$ cat src/rtl/meas_result_tx.sv
// Serial transmitter for 16-bit measurement words: two UART byte frames, high byte first.
// Define MEAS_RESULT_TX_PARITY_EN to add an even-parity bit to each byte frame.
module meas_result_tx #(
  parameter int CLKS_PER_BIT = 868
) (
  input  logic        clk,
  input  logic        reset_ni,
  input  logic [15:0] data_i,
  input  logic        valid_i,
  output logic        ready_o,
  output logic        tx_o,
  output logic        busy_o,
  output logic        done_o
);

  typedef enum logic [2:0] {
    IDLE   = 3'd0,
    START  = 3'd1,
    DATA   = 3'd2,
`ifdef MEAS_RESULT_TX_PARITY_EN
    PARITY = 3'd3,
`endif
    STOP   = 3'd4
  } state_t;

  localparam logic [15:0] RELOAD = 16'(CLKS_PER_BIT - 1);

  state_t      state, state_next;
  logic [15:0] cnt;
  logic [2:0]  bit_idx;
  logic        byte_idx;
  logic [15:0] data_q;
  logic [7:0]  cur_byte;
  logic        tx_next;
  logic        bit_end;
  logic        accept;

`ifdef MEAS_RESULT_TX_PARITY_EN
  function automatic logic even_parity(input logic [7:0] b);
    return ^b;
  endfunction
`endif

  assign accept   = valid_i && (state == IDLE);
  assign bit_end  = (cnt == 16'd0);
  assign cur_byte = byte_idx ? data_q[7:0] : data_q[15:8];
  assign ready_o  = (state == IDLE);
  assign busy_o   = (state != IDLE);
  assign done_o   = (state == STOP) && bit_end && byte_idx;

  // Next-state and next line level; tx_o itself is registered below.
  always_comb begin
    state_next = state;
    tx_next    = tx_o;
    case (state)
      IDLE: begin
        if (valid_i) begin
          state_next = START;
          tx_next    = 1'b0;
        end
      end
      START: begin
        if (bit_end) begin
          state_next = DATA;
          tx_next    = cur_byte[0];
        end
      end
      DATA: begin
        if (bit_end) begin
          if (bit_idx == 3'd7) begin
`ifdef MEAS_RESULT_TX_PARITY_EN
            state_next = PARITY;
            tx_next    = even_parity(cur_byte);
`else
            state_next = STOP;
            tx_next    = 1'b1;
`endif
          end else begin
            tx_next = cur_byte[bit_idx + 3'd1];
          end
        end
      end
`ifdef MEAS_RESULT_TX_PARITY_EN
      PARITY: begin
        if (bit_end) begin
          state_next = STOP;
          tx_next    = 1'b1;
        end
      end
`endif
      STOP: begin
        if (bit_end) begin
          state_next = byte_idx ? IDLE : START;
          tx_next    = byte_idx;
        end
      end
      default: begin
        state_next = IDLE;
        tx_next    = 1'b1;
      end
    endcase
  end

  // Control: state, line flop, bit timer and indices.
  always_ff @(posedge clk or negedge reset_ni) begin
    if (!reset_ni) begin
      state    <= IDLE;
      tx_o     <= 1'b1;
      cnt      <= 16'd0;
      bit_idx  <= 3'd0;
      byte_idx <= 1'b0;
    end else begin
      state <= state_next;
      tx_o  <= tx_next;
      if (accept) begin
        cnt      <= RELOAD;
        bit_idx  <= 3'd0;
        byte_idx <= 1'b0;
      end else if (state != IDLE) begin
        if (bit_end) begin
          cnt <= RELOAD;
          if (state == DATA) bit_idx <= bit_idx + 3'd1;
          if (state == STOP) byte_idx <= !byte_idx;
        end else begin
          cnt <= cnt - 16'd1;
        end
      end
    end
  end

  // Word holding register: data only, no reset needed.
  always_ff @(posedge clk) begin
    if (accept) data_q <= data_i;
  end

endmodule

$ cat config.mk
export PLATFORM = sky130hd
export DESIGN_NAME = meas_result_tx
export DESIGN_NICKNAME = d
export VERILOG_FILES = /design/src/rtl/meas_result_tx.sv
export SDC_FILE = /design/constraint.sdc
export NUM_CORES = 1
export LEC_CHECK = 0
export CAP_MARGIN = 20
export CORE_MARGIN = 1
export CORE_UTILIZATION = 45
export CTS_CLUSTER_SIZE = 25
export DETAILED_ROUTE_END_ITERATION = 8
export PLACE_DENSITY = 0.68
export RECOVER_POWER = 25
export SLEW_MARGIN = 20
export SYNTH_ARGS = -nofsm -noshare
export SYNTH_HDL_FRONTEND = slang
export SYNTH_SLANG_ARGS = --single-unit
$ cat constraint.sdc
create_clock -name clk -period 3.3 [get_ports clk]
set_clock_uncertainty 0.2 [all_clocks]
set_input_delay 0.495 -clock clk [delete_from_list [all_inputs] [get_ports clk]]
set_output_delay 0.495 -clock clk [all_outputs]
set_load 0.005 [all_outputs]
==> flow_summary.yaml <==
status:
  status: "finished, final reports clean"
grt:
  grt.met2_usage: 0.307
  top_usage_layer: "met2"
  grt_start_max_net_pins: 25
  grt_overflow: 0
  gr-usage-met1: 0.219
  antenna_found_initial: 0
  use_met3: 0.0436
  grtUsageTotal: 0.179
  grt_pass1_vias: 1481
  grt_pass1_wl_um: 6800
clock_network:
  cts_tree: "yes"
  cts_root_buf: "clkbuf_8"
  clk-insertion-delay-late_ps: 290
  hold_buffers: 0
  cts-root-to-sink-buffers: 2
  htree_levels: 2
  cts_buffers: 5
  clk_pin_slew_ps: 80
  cts.sinks: 40
  post_cts.repair.setup_buffers: 0
placed_design:
  portBuffers: 22
  gp_congestion: 0.856
  dp_hpwl_um: 2900
cells_and_area:
  finalNetCount: 234
  antenna_cells: 0
  layout-drive-gt1-share: 0.0986
  utilization: 0.552
  area_delta_synth_final_pct: 17.2
pwr:
  switching_share: 0.309
  p_leak_uw: 0.000905
  peakVddDrop_uv: 271
  switchingPower_uw: 358
  p_comb_frac: 0.145
  clockPowerShare: 0.283
  power.density_mw_per_mm2: 480
  internal_power_uw: 802
  seqPwrFrac: 0.571
timing:
  drv_slew: 0
  worst_pin_slew_ps: 1290
  max_freq_mhz: 330
  min_period_over_period: 0.919
  final.setup.tns_ps: 0
  hold_viol_final: 0
  rsz0062_at_grt: "no"
  setup_violations: 0
  finalCriticalPeriod_ps: 3030
  relSlewSlack: 0.137
run:
  maxCapViolCount: 0
logic_synthesis:
  synth.distinct_cells: 46
  synth_area_leaders: "dfrtp_1 (28%), edfxtp_1 (23%), a21oi_1 (3.9%)"
  yosysMostFrequentCell: "dfrtp_1"
  synth-edff-count: 16
  synth_nets: 213
  synthTopCellsByCount: "dfrtp_1 (23), a21oi_1 (16), edfxtp_1 (16), o21ai_0 (16), nand2_1 (15)"
  ys_ff_latch: 40
  syn_area_sq_mm: 0.00206
  syn_area_per_cell_sq_um: 10.8
  synth_top_flop_cell: "dfrtp_1"
  yosysSeqAreaShare: 0.524
  ys_async_sr_fraction: 0.600
  yosys_warnings: 0
  synth_top_cell_area_share: 0.279
  synth_area_leader_cell: "dfrtp_1"
  syn_inst: 191
routing:
  drc: 0
  avgViaCountPerCell: 5.92
  drt-pass1-iter-count: 4
  vias: 1570
  ant_nets: 0
  first_iter_violations: 79
  wirelength_um: 4070
  wire_per_inst_um: 15.4
critical_path:
  critPathRequiredTime_ps: 2600
  cp-start-kind: "flip-flop"
  worstPathArrival_ps: 2340
  cp_max_fo: 5
  critPathKind: "flip-flop to output port"
  worst_setup_path_end_kind: "output port"
hold_path:
  min_path_type: "flip-flop to flip-flop"
floorplan:
  placementRows: 24
  dieWidth_um: 69.7
  fp.dieArea_sq_mm: 0.00486
  core_area_sq_mm: 0.00438
  start_util: 0.471
  die_y_um: 69.7
  num_io_pins: 23
-- power by group through the flow --
stage / logic, uW / registers (uW) / clock network (uW)
6_report: 169 / 663 / 329
5_1_grt: 191 / 674 / 362
4_1_cts: 167 / 654 / 339
3_5_place_dp: 166 / 661 / 0
3_3_place_gp: 155 / 657 / 0
2_1_floorplan: 123 / 635 / 0
-- cell families after synthesis --
family | after synthesis | share of synthesized area
AOI/OAI and AO/OA | 53 | 0.160
and+or+nand+nor | 65 | 0.184
DFF | 40 | 0.524
buffers and inverters | 19 | 0.0424
xor gates and xnor gates | 2 | 0.00849
muxes | 9 | 0.0624
adders and majority gates | 3 | 0.0182
-- flip-flops by register name (all words and copies together) (netlist names) --
register and count:
bit_idx 3, byte_idx 1, cnt 16, data_q 16
state 3, tx_o 1
-- path summary, 6_finish.rpt --
| kind | depth (start not counted) | slack (ps) | end | start |
|---|---|---|---|---|
| min in group asynchronous | 2 | 810 | cnt[0] | reset_ni |
| max in group asynchronous | 2 | 1330 | cnt[9] | reset_ni |
| hold / removal | 1 | 340 | cnt[8] | cnt[8] |
| hold reg to reg | 1 | 340 | cnt[8] | cnt[8] |
| setup reg to reg | 6 | 390 | cnt[10] | cnt[0] |
| setup / recovery | 6 | 270 | done_o | cnt[0] |
-- layer usage --
metal	vias up	wire length, um
met5	-	0
met4	0	29
met3	4	147
met2	36	2170
met1	767	1720
li1	763	-
-- per-stage QoR --
stage / instance area (sq um) / instances / total power (uW) / hold slack (ps) / setup WS [ps]
floorplan: 2060 / 191 / 758 / -0.591 / 952
global placement: 2310 / 257 / 812 / 300 / 368
detailed placement: 2310 / 257 / 827 / 320 / 299
CTS: 2410 / 265 / 1160 / 331 / 200
global route: 2420 / 265 / 1230 / 361 / 79.7
finish: 2420 / 265 / 1160 / 340 / 267
-- critical path, cell delays in order, from the launching register on --
cell,delay [ps]
dfrtp_1,430
inv_1,80
ha_1,210
nor4b_4,300
nand4_1,180
nor4_1,290
clkdlybuf4s50_1,550
-- cells in the final DEF (no fill, tap or decap), types with 4 or more instances in the layout --
master,n
dfrtp_1,23
o21ai_0,16
a21oi_1,16
edfxtp_1,16
nand2_1,15
dlygate4sd3_1,13
nor2_1,11
clkdlybuf4s50_1,9
inv_1,8
nor3_1,6
nor4_1,6
or4_1,6
o21ai_1,6
mux2i_1,5
clkbuf_8,5
nand3_1,4
-- cell type report --
cell class                      count  area (sq um)
Fill cell                         374          1970
Sequential cell                    40          1080
Multi-Input combinational cell    132           910
Timing Repair Buffer               25           239
Clock buffer                        5          68.8
Tap cell                           52          65.1
Inverter                            8          30.0
Clock inverter                      3          23.8
-- timing repair --
action | in CTS | in global routing
endpoints found under the setup margin | 1 | 1
pin swaps | 0 | 0
resized for setup | 1 | 1
Note: power is estimated with default switching activity, not from simulation.
